===== src/rtl/acc_pkg.sv =====
// Shared types and helpers for the accumulator drain path.
// The ACC_DRAIN_RELU_EN macro is consumed by acc_requantizer.
package acc_pkg;
  localparam int ACC_WIDTH = 16;

  typedef enum logic [1:0] {
    BW2 = 2'd0,
    BW4 = 2'd1,
    BW8 = 2'd2
  } bitwidth_e;

  typedef enum logic [2:0] {
    S_IDLE,
    S_ADDR,
    S_WAIT,
    S_EMIT,
    S_FINISH
  } drain_state_e;

  function automatic int width_of(bitwidth_e bw);
    case (bw)
      BW4:     return 4;
      BW8:     return 8;
      default: return 2;
    endcase
  endfunction

  // Code 3 is not a real width; it folds onto 2b.
  function automatic bitwidth_e decode_bw(logic [1:0] raw);
    case (raw)
      2'd1:    return BW4;
      2'd2:    return BW8;
      default: return BW2;
    endcase
  endfunction
endpackage


===== src/rtl/acc_requantizer.sv =====
// Combinational requantizer: round-half-up shift, clamp to active width, sign-extend.
// Define ACC_DRAIN_RELU_EN to clamp negatives to zero (fused ReLU).
module acc_requantizer
  import acc_pkg::*;
#(
  parameter int ACC_W = ACC_WIDTH,
  parameter int OUT_W = 8
) (
  input  logic [ACC_W-1:0] acc,
  input  logic [3:0]       shift,
  input  bitwidth_e        bitwidth,
  output logic [OUT_W-1:0] q
);
  localparam int SW = ACC_W + 1;

  logic [SW-1:0]        bias;
  logic signed [SW-1:0] sum, r, hi, lo, c;

  always_comb begin
    // One guard bit keeps the rounding add from wrapping at the positive rail.
    bias = (shift != 4'd0) ? (SW'(1) << (shift - 4'd1)) : '0;
    sum  = $signed({acc[ACC_W-1], acc}) + $signed(bias);
    r    = sum >>> shift;
    hi   = SW'((1 << (width_of(bitwidth) - 1)) - 1);
`ifdef ACC_DRAIN_RELU_EN
    lo   = '0;
`else
    lo   = ~hi;
`endif
    if (r > hi)      c = hi;
    else if (r < lo) c = lo;
    else             c = r;
    q = OUT_W'(c);
  end
endmodule


===== src/rtl/accumulator_drain.sv =====
// Drains the accumulator back buffer entry by entry into a valid/ready stream.
// ReLU clamping is selected at build time by ACC_DRAIN_RELU_EN (see acc_requantizer).
module accumulator_drain
  import acc_pkg::*;
#(
  parameter int BUFFER_WIDTH           = 8,
  parameter int SMALLEST_ELEMENT_WIDTH = 4,
  parameter int READ_LATENCY           = 1,
  parameter int OUT_WIDTH              = 8
) (
  input  logic                                clk,
  input  logic                                reset_n,
  input  logic                                start,
  input  logic [1:0]                          bitwidth,
  input  logic [3:0]                          shift,
  output logic [$clog2(BUFFER_WIDTH)-1:0]     bank_entry,
  input  logic [SMALLEST_ELEMENT_WIDTH*4-1:0] bank_data,
  output logic                                out_valid,
  input  logic                                out_ready,
  output logic [OUT_WIDTH-1:0]                out_data,
  output logic [$clog2(BUFFER_WIDTH)-1:0]     out_index,
  output logic                                busy,
  output logic                                done
);
  localparam int            IW   = $clog2(BUFFER_WIDTH);
  localparam logic [IW-1:0] LAST = IW'(BUFFER_WIDTH - 1);
  localparam logic [1:0]    LAT  = 2'(READ_LATENCY);

  drain_state_e   state, state_n;
  logic [IW-1:0]  entry;
  logic [1:0]     cnt;
  bitwidth_e      bw_q;
  logic [3:0]     sh_q;
  logic           latch, capture, advance;
  logic [OUT_WIDTH-1:0] q;

  acc_requantizer #(.ACC_W(SMALLEST_ELEMENT_WIDTH * 4), .OUT_W(OUT_WIDTH)) u_requant (
    .acc     (bank_data),
    .shift   (sh_q),
    .bitwidth(bw_q),
    .q       (q)
  );

  always_ff @(posedge clk or negedge reset_n) begin
    if (!reset_n) state <= S_IDLE;
    else          state <= state_n;
  end

  always_comb begin
    state_n = state;
    latch   = 1'b0;
    capture = 1'b0;
    advance = 1'b0;
    case (state)
      S_IDLE: if (start) begin
        latch   = 1'b1;
        state_n = S_ADDR;
      end
      S_ADDR: if (LAT == 2'd0) begin
        capture = 1'b1;
        state_n = S_EMIT;
      end else begin
        state_n = S_WAIT;
      end
      // cnt reaching zero on this cycle means bank_data is now valid.
      S_WAIT: if (cnt == 2'd1) begin
        capture = 1'b1;
        state_n = S_EMIT;
      end
      S_EMIT: if (out_ready) begin
        if (entry == LAST) state_n = S_FINISH;
        else begin
          advance = 1'b1;
          state_n = S_ADDR;
        end
      end
      S_FINISH: state_n = S_IDLE;
      default:  state_n = S_IDLE;
    endcase
  end

  always_ff @(posedge clk or negedge reset_n) begin
    if (!reset_n) begin
      entry     <= '0;
      cnt       <= '0;
      bw_q      <= BW2;
      sh_q      <= '0;
      out_data  <= '0;
      out_index <= '0;
    end else begin
      if (latch) begin
        entry <= '0;
        bw_q  <= decode_bw(bitwidth);
        sh_q  <= shift;
      end
      if (advance) entry <= entry + IW'(1);
      if (state == S_ADDR)      cnt <= LAT;
      else if (state == S_WAIT) cnt <= cnt - 2'd1;
      if (capture) begin
        out_data  <= q;
        out_index <= entry;
      end
    end
  end

  // Address and handshake outputs decode straight from registers, so they stay put in EMIT.
  assign bank_entry = entry;
  assign out_valid  = (state == S_EMIT);
  assign busy       = (state == S_ADDR) || (state == S_WAIT) || (state == S_EMIT);
  assign done       = (state == S_FINISH);
endmodule


===== config.mk =====
export PLATFORM = sky130hd
export DESIGN_NAME = accumulator_drain
export DESIGN_NICKNAME = d
export VERILOG_FILES = /design/src/rtl/acc_pkg.sv /design/src/rtl/acc_requantizer.sv /design/src/rtl/accumulator_drain.sv
export SDC_FILE = /design/constraint.sdc
export NUM_CORES = 1
export LEC_CHECK = 0
export BUFFER_PORTS_ARGS = -buffer_cell sky130_fd_sc_hd__buf_2
export CORE_ASPECT_RATIO = 1.2
export CORE_MARGIN = 2
export CORE_UTILIZATION = 55
export CTS_CLUSTER_SIZE = 20
export DETAILED_ROUTE_END_ITERATION = 10
export PLACE_DENSITY = 0.72
export SETUP_SLACK_MARGIN = 0.02
export SYNTH_ARGS = -nofsm -noshare
export SYNTH_HDL_FRONTEND = slang
export SYNTH_SLANG_ARGS = --single-unit

===== constraint.sdc =====
create_clock -name clk -period 8.6 [get_ports clk]
set_input_delay 1.72 -clock clk [delete_from_list [all_inputs] [get_ports clk]]
set_output_delay 1.72 -clock clk [all_outputs]
set_load 0.005 [all_outputs]

# Yosys cells after proc, flatten, opt, wreduce, memory -nomap -nowiden

Index checks and enable logic that the tools add are counted.

Register bits after elaboration: 25
Latch bits: 0
Memory bits (writable): 0
Memory bits (read-only): 0
Input port bits: 26
Output and inout port bits: 17
Logic and storage cells: 60
Memories kept: 0

$add $sub $neg: 6
Multiply operators: 0
Div/mod/pow operators: 0
$lt $le $gt $ge: 2
Equal/unequal tests: 13
Shift-type cells: 3
Multiplexer cells: 21
Bitwise operators: 1
Reductions and logical operators: 7

Operators by type and width:

| operator                                            | count |
|---|---|
| left shift 1 x 32 -> 17 bit, first input constant   | 1 |
| 2-to-1 mux 3 bit                                    | 6 |
| adder 16 x 17 -> 17 bit                             | 1 |
| greater-than comparator 17 bit                      | 1 |
| < comparator 17 bit                                 | 1 |
| 2-to-1 mux 17 bit                                   | 1 |
| NOT 17 bit                                          | 1 |
| left shift 1 x 4 -> 17 bit, first input constant    | 1 |
| >>> shifter 17 x 4 -> 17 bit                        | 1 |
| subtractor 17 x 2 -> 17 bit, second input constant  | 1 |
| 2-to-1 mux 8 bit                                    | 2 |
| case mux 3 bit (4 select lines)                     | 1 |
| case mux 4 bit (2 select lines)                     | 1 |
| 2-to-1 mux 1 bit                                    | 7 |
| equality test 2 x 1 -> 1 bit, second input constant | 3 |
| equality test 3 x 2 -> 1 bit, second input constant | 2 |
| equality test 3 bit, second input constant          | 2 |
| subtractor 4 x 1 -> 5 bit, second input constant    | 1 |
| equality test 2 bit, second input constant          | 2 |
| 2-to-1 mux 2 bit                                    | 2 |
| inequality test 2 bit, second input constant        | 2 |
| case mux 2 bit (2 select lines)                     | 1 |
| nonzero test 2 bit                                  | 2 |
| nonzero test 4 bit                                  | 1 |
| 8 further kinds                                     | 9 |

# Logic depth before layout (Yosys ltp)

Gate-level depths: netlist of run 1.

Word-level depth: 9
Depth in mapped cells: 31

# Modules after synthesis

From an unflattened synthesis of run 1, not the netlist that was laid out.

Cells, all modules: 547
Area total of the unflattened synthesis: 4326.6 µm²

By module, submodules not included:

| module            | times used | cells an instance | area each (µm²) |
|---|---|---|---|
| acc_requantizer   | 1          | 461               | 3216.8 |
| accumulator_drain | 1          | 86                | 1109.8 |

# Least setup slack after synthesis of run 1

OpenSTA, ideal clock, no wires.

Path kind: reg-to-reg
Start point: register sh_q[0]
End point: register out_data[6]
Setup time: 0.066 ns
Data arrival time: 6.118 ns
Required time: 8.534 ns
Path slack: 2.416 ns
Cell stages (with the launch flop): 28
Buffers on the path: 6
Path through: dfrtp_1 > clkbuf_1 > buf_1 > clkbuf_1 > clkbuf_1 > nand2_1 > nor2_1 > ha_1 > buf_6 > a21o_4 > a311o_1 > and2_4 > a2111oi_0 > or3_1 > o32a_1 > o31ai_1 > a211oi_1 > ha_1 > a21oi_1 > a21oi_1 > nor3_1 > o31ai_1 > a211oi_1 > o21ai_0 > and2_1 > clkbuf_1 > a2111oi_1 > a221o_1

Cells in the longest elaborated chain, start to end: 8

Ends and longest elaborated chain:

| item                           | line                     | RTL |
|---|---|---|
| from (decl)                    | accumulator_drain.sv:33  | `logic [3:0] sh_q;` |
| from (signal assigned)         | accumulator_drain.sv:94  | `sh_q <= shift;` |
| subtractor 4 x 1 -> 4 bit      | acc_requantizer.sv:21    | `bias = (shift != 4'd0) ? (SW'(1) << (shift - 4'd1)) : '0;` |
| left shift 1 x 4 -> 17 bit     | acc_requantizer.sv:21    |  |
| 2-to-1 mux 17 bit              | acc_requantizer.sv:21    |  |
| adder 16 x 17 -> 17 bit        | acc_requantizer.sv:22    | `sum = $signed({acc[ACC_W-1], acc}) + $signed(bias);` |
| >>> shifter 17 x 4 -> 17 bit * | acc_requantizer.sv:23    | `r = sum >>> shift;` |
| < comparator 17 bit            | acc_requantizer.sv:31    | `else if (r < lo) c = lo;` |
| 2-to-1 mux 8 bit               | acc_requantizer.sv:31    |  |
| 2-to-1 mux 8 bit *             | acc_requantizer.sv:30    | `if (r > hi) c = hi;` |
| to (signal assigned)           | accumulator_drain.sv:100 | `out_data <= q;` |
| to (decl)                      | accumulator_drain.sv:20  | `output logic [OUT_WIDTH-1:0] out_data,` |

Every way passes the cells marked *; elsewhere a longest branch is shown, timed or not.
A chain may end at the register's enable or synchronous reset.

# Final worst setup path of run 1

Start point: register sh_q[1]
End point: register out_data[4]

The elaborated chain is that of the path after synthesis.

==> summary.md, run 1 <==
| Metric | Value |
|---|---|
| PwrDens | 374 nW/um^2 |
| EDFF count, synth | 0 |
| Multi-input logic area | 3420 sq um |
| Tightest slew margin relative to the limit | between 20% and 30% |
| Startpoint Class | register |
| Remaining Overflow, GRT | 0 |
| Net Sw Power | 0.965 mW |
| Residual DRC | 0 |
| First-pass GRT wire length | approximately 19000 um |
| Port-buffer cells | 42 |
| Place WS | 1.38 ns |
| Avg Cell Area, Syn | between 7 and 8 sq um |
| Max Freq | 136 MHz |
| Inst Count DP | 675 |
| Net Sw Frac | 56.8% |
| Crit path cell chain | inv_1 > nand2_1 > nor2_1 > ha_1 > fa_1 > a211oi_2 > o21ai_1 > a31oi_2 > o211ai_1 > and4_1 > a31oi_1 > o311ai_1 > a221o_1 > ha_1 > o211ai_1 > a21oi_1 > nor3_1 > o31ai_1 > a211oi_1 > o21ai_0 > and2_1 > a2111oi_1 > a221o_1 |
| Leakage power | approximately 2.1 nW |
| Largest family of logic cells by synthesized area | compound AO/OA/AOI/OAI gates |
| Drt via density | between 6 and 7 |
| Full die area | approximately 8600 sq um |
| Sequential area share after synthesis | roughly 15% |
| Synthesized flop and latch total | 25 |
| Final Setup Violations | 0 |
| CP max stage delay | just under 1 ns |
| Synth Warn # | 0 |
| CTS clock-pin slew for the worst setup and hold paths | 0.08 ns |
| Crit-path leading delay family | compound AO/OA/AOI/OAI gates |
| Synth Area in XOR/XNOR | between 1.5 and 2% |
| Critical Path RT | 8.82 ns |
| Post-synthesis mux area share | 6.59% |
| Wirelength per Cell | between 15 and 20 um |
| Hold buffers post-CTS | 0 |
| Slew @ Worst Pin | 1.11 ns |
| Setup crit end kind | register |
| Postcts setup bufs | 0 |
| Initial antenna violation count | 0 |
| Largest net degree at the start of global routing | 32 |
| Pins Over Slew Limit | 0 |
| Max H-tree Level | 1 |
| CP Max Fanout | 30 |
| Count leader, synth | nand2_1 |
| DRT antenna net count | 0 |
| FFs w/ async S/R, synth | 100% |
| Die H | 101 um |
| Fraction of layout cells with a size suffix above 1 | 13.5% |
| GPL Wtd Cong | 0.929 |
| Netlist Area Pre-Place | 4310 sq um |
| Fillers | 714 |
| Initial Util | 56.2% |
| Combinational Power Share | 81.4% |
| Fin cells | 679 |
| Area grow syn2layout | 5.43% |
| CP max-delay cell | dfrtp_1 |
| Clock Tree Buf Depth | 2 |
| Top cells by area, synth | ha_1, dfrtp_1, nand2_1 |
| Clock latency at the later pin of the worst-skew pair | 0.27 ns |
| Final Hold Vio Count | 0 |
| Yosys top cell by area | ha_1 |
| TNS Setup | 0 ns |
| Yosys cell types | 76 |
| Status | finished clean |
| CTS Buf Count | 3 |
| Top-area cell type share of the netlist area | 15.7% |
| Clock share of power | ~4.2% |
| Synth cell count leaders | nand2_1, ha_1, nor2_1 |
| Crit path DAT | 7.59 ns |
| Post-Synth Simple-Gate Area | 24.5% |
| Final Cycle Share | roughly 86% |
| Register share of total power | 14.4% |
| Compound-Gate Fraction of Synth Area | between 20% and 30% |
| Post-CTS Resized | 0 |
| Total track usage | between 20% and 30% |
| Synth Flop Type | dfrtp_1 |
| # IOs | 43 |
| Skew final | 0.00270 ns |
| RSZ-0062 raised after global routing | no |
| CTS tree | yes |
| Total Wirelength | 11500 um |
| Register area | 626 sq um |
| WP buf/inv | 1 |
| FP Rows | 35 |
| Die width | 84.8 um |
| DRT iter0 DRCs | 261 |
| First-pass DRT Iterations | 6 |
| Post-Synth Adder-Cell Area | 16.1% |
| VDD IR-drop max | 211 uV |
| Syn Inst Count | 569 |
| Setup ws final | ~1.2 ns |
| Post-detail-place hpwl | between 9000 and 10000 um |
| Core ar. | 7660 sq um |
| Vias in the first global route | 3999 |
| Antenna Cells | 0 |
| Internal | 0.735 mW |
| Vias | 4344 |
| Final min period | 7.38 ns |
| Final net count | between 600 and 700 |
| CTS Root Buffer Type | clkbuf_8 |
| Sink Count | 25 |
| WS Path Type | reg -> reg |
| Hold Crit Class | reg -> reg |
| Max-Cap Viols | 0 |
per-layer routing:
| metal | vias up | routed length, um | track usage [%] |
|---|---|---|---|
| met5 | - | 0 | 0 |
| met4 | 0 | 475 | 12.7 |
| met3 | 36 | 564 | 2.87 |
| met2 | 162 | 5670 | 46.3 |
| met1 | 2023 | 4810 | 33.4 |
| li1 | 2123 | - | - |
worst reg2reg max path: stages (launching register included):
cell and delay (ns):
dfrtp_1 0.97, inv_1 0.55, nand2_1 0.37, nor2_1 0.09
ha_1 0.22, fa_1 0.42, a211oi_2 0.34, o21ai_1 0.24
a31oi_2 0.29, o211ai_1 0.49, and4_1 0.42, a31oi_1 0.14
o311ai_1 0.16, a221o_1 0.49, ha_1 0.33, o211ai_1 0.19
a21oi_1 0.10, nor3_1 0.14, o31ai_1 0.09, a211oi_1 0.21
o21ai_0 0.14, and2_1 0.31, a2111oi_1 0.45, a221o_1 0.18
per-stage QoR:
stage               power, mW  util [%]  area [sq um]  hold slack [ns]
floorplan                1.29         -          4340            0.470
global placement         1.57      58.7          4500            0.454
detailed placement       1.60      58.7          4500            0.458
CTS                      1.68      59.3          4540            0.479
global route             1.87      59.3          4540            0.494
finish                   1.70      59.3          4540            0.474
power by group through the flow:
| stage | registers (mW) | logic, mW | clock network (mW) |
|---|---|---|---|
| 2_1_floorplan | 0.202 | 1.09 | 0 |
| 3_3_place_gp | 0.243 | 1.32 | 0 |
| 3_5_place_dp | 0.245 | 1.36 | 0 |
| 4_1_cts | 0.243 | 1.36 | 0.0733 |
| 5_1_grt | 0.255 | 1.54 | 0.0772 |
| 6_report | 0.246 | 1.38 | 0.0710 |
layout by cell type (no fill, tap or decap), types with 7 or more instances in the layout:
cell and count:
a211oi_1 10, a21o_1 8, a21oi_1 37, and2_1 9, and3_1 8, buf_2 42, conb_1 9, dfrtp_1 25
ha_1 54, inv_1 30, mux2_2 11, mux2i_1 16, nand2_1 62, nand2b_1 7, nand3_1 19, nor2_1 54
nor2b_1 9, nor3_1 18, o211ai_1 9, o21ai_0 28, o21ai_1 7
area by class of cell:
type                       instances  share of cell area [%]
inverter                          30                    2.48
clock buffer                       4                   0.991
multi-input combinational        484                    75.3
timing repair buffer              44                    4.96
tap                               92                    2.53
sequential                        25                    13.8
final timing paths:
check	startpoint	to	slack, ns	cells past startpoint
min	out_index[2]	out_index[2]	0.47	2
max in group asynchronous	reset_n	out_data[6]	6.80	1
max reg2reg	sh_q[1]	out_data[4]	1.22	23
min in group asynchronous	reset_n	cnt[0]	1.43	1
min reg2reg	out_index[2]	out_index[2]	0.47	2
max	sh_q[1]	out_data[4]	1.22	23
state kept, by name, summed over array words and instances (netlist names):
name / cells
cnt: 2
bw_q: 2
out_index: 3
sh_q: 4
bank_entry: 3
out_data: 8
state: 3
cell families (layout without fill, tap and decap cells):
family,Yosys count,after routing
buffers and inverters,67,78
DFF,25,25
muxes,27,27
xor gates and xnor gates,8,8
and+or+nand+nor,217,217
AOI/OAI and AO/OA,168,168
adders and majority gates,55,55
other,2,9
No activity file was read; power rests on OpenSTA's default activity.
==> run 2, diff against run 1 <==
--- a/config.mk
+++ b/config.mk
@@ -14,2 +14,3 @@
 export PLACE_DENSITY = 0.72
+export RECOVER_POWER = 100
 export SETUP_SLACK_MARGIN = 0.02
==> constraint.sdc (replaced) <==
create_clock -name clk -period 8.6 [get_ports clk]
set_input_delay 0 -clock clk [delete_from_list [all_inputs] [get_ports clk]]
set_output_delay 0 -clock clk [all_outputs]
set_load 0.005 [all_outputs]
==> summary.md, run 2 (synthesis results as in run 1) <==
| Metric | Value |
|---|---|
| Crit-path leading delay family | compound AO/OA/AOI/OAI gates |
| Fillers | 723 |
| Combinational Power Share | 81.3% |
| Sink Count | 25 |
| Hold Crit Class | in -> reg |
| FP Rows | 35 |
| CTS clock-pin slew for the worst setup and hold paths | around 0.090 ns |
| TNS Setup | 0 ns |
| Final Setup Violations | 0 |
| Reg-to-Reg Start | sh_q[1] |
| Final min period | 7.67 ns |
| Critical Path RT | 8.81 ns |
| Max H-tree Level | 1 |
| PwrDens | 367 nW/um^2 |
| Clock Tree Buf Depth | 2 |
| Total track usage | 26.8% |
| Max Freq | 130 MHz |
| # IOs | 43 |
| Wirelength per Cell | between 15 and 20 um |
| Initial antenna violation count | 0 |
| Tightest slew margin relative to the limit | roughly 11% |
| Placed Area | around 4500 sq um |
| Slew @ Worst Pin | 1.33 ns |
| Residual DRC | 0 |
| Largest register FFs | 8 |
| Net Sw Frac | around 57% |
| RSZ-0062 raised after global routing | no |
| Full die area | 8560 sq um |
| Register-to-Register Path Depth | 23 |
| Final net count | 678 |
| Top flop regs | out_data: 8 flops, sh_q: 4 flops |
| Post-detail-place hpwl | roughly 8900 um |
| Core ar. | about 7700 sq um |
| GR Util met2 | 47.3% |
| Vias in the first global route | 4139 |
| CP Launch Point | sh_q[1] |
| Largest net degree at the start of global routing | 32 |
| Die width | 84.8 um |
| Drt via density | 6.27 |
| Remaining Overflow, GRT | 0 |
| Postcts setup bufs | 0 |
| Crit path cell chain | inv_1 > nand2_1 > nor2_1 > ha_1 > fa_1 > a211oi_2 > o21ai_0 > a31oi_1 > o211ai_1 > and4_1 > a31oi_1 > o311ai_1 > a221o_1 > ha_1 > o211ai_1 > a21oi_1 > nor3_1 > o31ai_1 > a211oi_1 > o21ai_0 > and2_0 > a2111oi_0 > a221o_1 |
| Skew final | 0.00738 ns |
| Busiest grt layer | met2 |
| Initial Util | 56.2% |
| CTS Root Buffer Type | clkbuf_8 |
| Worst R2R End | out_data[6] |
| CP max stage delay | roughly 0.96 ns |
| Met1 Use GR | 33.7% |
| Startpoint Class | register |
| Setup crit end kind | register |
| R2r setup slk | 0.93 ns |
| Final instance area | 4610 sq um |
| Leakage power | ~2.1 nW |
| Internal | 0.730 mW |
| Final Cycle Share | 89.1% |
| Area grow syn2layout | 7.06% |
| Clock latency at the later pin of the worst-skew pair | 0.27 ns |
| CTS tree | yes |
| Final Hold Vio Count | 0 |
| First-pass GRT wire length | 19100 um |
| Crit. path cell count | 23 |
| GR Util met3 | 2.38% |
| DRT iter0 DRCs | 247 |
| Post-CTS Resized | 0 |
| Crit path DAT | 7.88 ns |
| VDD IR-drop max | 210 uV |
| CP max-delay cell | dfrtp_1 |
| Max-Cap Viols | 0 |
| Port-buffer cells | 42 |
| Total Wirelength | 11600 um |
| Worst Setup EP | out_data[6] |
| Commonest non-fill, non-tap cells in the layout | nand2_1, nor2_1, ha_1, a21oi_1, buf_2 |
| Pins Over Slew Limit | 0 |
| Status | finished clean |
| Antenna Cells | 0 |
| First-pass DRT Iterations | 5 |
| Net Sw Power | just under 1 mW |
| DRT antenna net count | 0 |
| CTS Buf Count | 3 |
| CP Max Fanout | 30 |
| GPL Wtd Cong | 1.02 |
| Clock share of power | 4.2% |
| Commonest non-fill, non-tap cell in the layout | nand2_1 |
| Most flops, register | out_data |
| Register share of total power | 14.6% |
| Fraction of layout cells with a size suffix above 1 | 11.6% |
| Vias | 4313 |
| WS Path Type | reg -> reg |
| WP buf/inv | 1 |
| Die H | 101 um |
## run 2: what timing repair did
action,in CTS,in global routing
hold buffers,9,0
endpoints found under the setup margin,0,0
hold endpoints to repair,32,0
## run 2: worst min-delay path by stage
| stage | from | to | slack [ns] | cells after the start |
|---|---|---|---|---|
| after floorplan | reset_n | bank_entry[0] | -0.30 | 0 |
| final | start | state[2] | 0.29 | 5 |
| after detailed placement | reset_n | cnt[1] | 0.01 | 1 |
| after global placement | reset_n | cnt[1] | 0.02 | 1 |
| after CTS | reset_n | cnt[1] | 0.26 | 2 |
| after global routing | start | state[2] | 0.37 | 5 |
## run 2: cell type report
type                       count  area, sq um  share of cell area [%]
tap                           92          115                    2.50
multi-input combinational    484         3410                    73.9
clock buffer                   3         41.3                   0.895
timing repair buffer          53          303                    6.56
clock inverter                 1         5.00                   0.108
inverter                      30          113                    2.44
sequential                    25          626                    13.6
## run 2: worst reg2reg max path: cells and delay by family, from the launching register on
kind,cells,cell delay (ns)
simple gates,5,1.39
buf+inv,1,0.53
fa+ha+maj,3,0.97
compound gates,14,3.76
flops,1,0.96
## run 2: through the flow
stage	utilization, %	instances	power, mW	setup WS, ns	hold slack (ns)
final	60.2	688	1.69	0.935	0.294
after global routing	60.2	688	1.87	0.429	0.374
after CTS	60.5	688	1.68	1.43	0.261
after detailed placement	58.7	675	1.60	1.45	0.0135
after global placement	58.7	675	1.57	1.69	0.0151
after floorplan	-	576	1.29	2.42	-0.296
## run 2: per-layer routing
metal,vias up,routed length (um)
li1,2143,-
met1,2004,5050
met2,135,5780
met3,31,427
met4,0,313
met5,-,0
## run 2: power by group through the flow
| stage | Sequential, mW | Combinational (mW) | Clock, mW |
|---|---|---|---|
| after floorplan | 0.202 | 1.09 | 0 |
| after global placement | 0.244 | 1.32 | 0 |
| after detailed placement | 0.246 | 1.35 | 0 |
| after CTS | 0.244 | 1.36 | 0.0721 |
| after global routing | 0.256 | 1.53 | 0.0770 |
| final | 0.247 | 1.38 | 0.0704 |
==> run 3, diff against run 2 <==
- PLACE_DENSITY: 0.72 -> 0.75
==> summary.md, run 3 (synthesis results as in run 1) <==
| Metric | Value |
|---|---|
| Hold Crit Class | in -> reg |
| Setup ws final | 0.999 ns |
| Skew final | 0.00819 ns |
| Tightest slew margin relative to the limit | 13.5% |
| Core ar. | 7660 sq um |
| Initial Util | 56.2% |
| CTS Buf Count | 3 |
| Top flop regs | out_data: 8 flops, sh_q: 4 flops |
| Remaining Overflow, GRT | 0 |
| Total Wirelength | 11600 um |
| Pins Over Slew Limit | 0 |
| Reg-to-Reg Start | sh_q[1] |
| Antenna Cells | 0 |
| Largest register FFs | 8 |
| VDD IR-drop max | approximately 240 uV |
| Area grow syn2layout | 6.77% |
| RSZ-0062 raised after global routing | no |
| Final net count | 677 |
| First-pass DRT Iterations | 5 |
| Final Setup Violations | 0 |
| Full die area | 8560 sq um |
| Max-Cap Viols | 0 |
| Commonest non-fill, non-tap cell in the layout | nand2_1 |
| Fillers | 723 |
| Vias | 4382 |
| WS Path Type | reg -> reg |
| Status | finished clean |
| Register-to-Register Path Depth | 23 |
| Initial antenna violation count | 0 |
| Slew @ Worst Pin | ~1.3 ns |
| # IOs | 43 |
| Most flops, register | out_data |
| Final Cycle Share | 88.4% |
| Crit path DAT | 7.81 ns |
| Total track usage | between 20 and 30% |
| Commonest non-fill, non-tap cells in the layout | nand2_1, nor2_1, ha_1, a21oi_1 |
| Fin cells | approximately 700 |
| Post-CTS Resized | 0 |
| Leakage power | 2.11 nW |
| Vias in the first global route | 4248 |
| Residual DRC | 0 |
| CTS Root Buffer Type | clkbuf_8 |
| Hold Crit Depth | 5 |
| Max H-tree Level | 1 |
| Sink Count | 25 |
| Die width | between 80 and 90 um |
| Largest net degree at the start of global routing | 43 |
| DRT iter0 DRCs | 357 |
| First-pass GRT wire length | 19100 um |
| Startpoint Class | register |
| Max Freq | between 100 and 150 MHz |
| PwrDens | 368 nW/um^2 |
| Final Power | around 1.7 mW |
| CTS clock-pin slew for the worst setup and hold paths | 0.09 ns |
| Die H | 101 um |
| Port-buffer cells | 42 |
| CP Launch Point | sh_q[1] |
| Setup crit end kind | register |
| Minimum hold slack | 0.284 ns |
| FP Rows | 35 |
| Wirelength per Cell | 16.9 um |
| CTS tree | yes |
| Inst Count DP | between 600 and 700 |
| Final min period | 7.60 ns |
| Drt via density | approximately 6.4 |
| Hold wc startpoint | start |
| DRT antenna net count | 0 |
| GPL Wtd Cong | 1.04 |
| TNS Setup | 0 ns |
| CP Max Fanout | 30 |
| Place WS | 1.54 ns |
| Post-detail-place hpwl | 9000 um |
| Postcts setup bufs | 0 |
| Clock latency at the later pin of the worst-skew pair | 0.27 ns |
| Critical Path RT | 8.81 ns |
| Final Hold Vio Count | 0 |
| Clock Tree Buf Depth | 2 |
| Fraction of layout cells with a size suffix above 1 | between 10% and 20% |
[run 3: worst paths after layout]
path,slack (ns),end
min in group asynchronous,0.57,out_data[0]
max,1.0,out_data[4]
min reg2reg,0.49,out_index[0]
max in group asynchronous,7.26,out_index[1]
min,0.28,state[2]
max reg2reg,1.0,out_data[4]
[run 3: metal layers]
layer / wire, um / vias up / GRT usage (%)
met5: 0 / - / 0
met4: 447 / 0 / 11.2
met3: 529 / 35 / 2.38
met2: 5750 / 150 / 47.7
met1: 4880 / 2044 / 33.0
li1: - / 2153 / -
[run 3: critical path, stage by stage (launching register included)]
cell and delay [ns]:
dfrtp_1 0.94, inv_1 0.53, nand2_1 0.33, nor2_1 0.09, ha_1 0.22, fa_1 0.42
a211oi_1 0.45, o21ai_0 0.35, a31oi_2 0.32, o211ai_1 0.47, and4_1 0.41, a31oi_1 0.14
o311ai_1 0.14, a221o_1 0.47, ha_1 0.32, o211ai_1 0.18, a21oi_1 0.09, nor3_1 0.14
o31ai_1 0.11, a211oi_1 0.21, o21ai_0 0.14, and2_0 0.36, a2111oi_0 0.53, a221o_1 0.18
[run 3: power breakdown]
group / internal [mW] / leakage, nW / switching [mW]
sequential: 0.168 / 0.313 / 0.0703
clock: 0.0331 / 0.0228 / 0.0350
combinational: 0.531 / 1.77 / 0.858
total: 0.732 / 2.11 / 0.963
[run 3: final cells by class]
type / instances / area [sq um] / area share [%]
Clock buffer: 4 / 45.0 / 0.979
Inverter: 30 / 113 / 2.45
Multi-Input combinational cell: 484 / 3410 / 74.2
Sequential cell: 25 / 626 / 13.6
Tap cell: 92 / 115 / 2.50
Timing Repair Buffer: 52 / 289 / 6.28
[run 3: per-stage QoR]
step           instance area, sq um  utilization, %
5_1_grt                        4600            60.0
3_3_place_gp                   4500            58.7
6_report                       4600            60.0
2_1_floorplan                  4340               -
4_1_cts                        4620            60.3
3_5_place_dp                   4500            58.7
[run 3: repair_timing]
| item | CTS | global route |
|---|---|---|
| hold buffers | 8 | 0 |
| hold endpoints to repair | 32 | 0 |
| endpoints found under the setup margin | 0 | 0 |
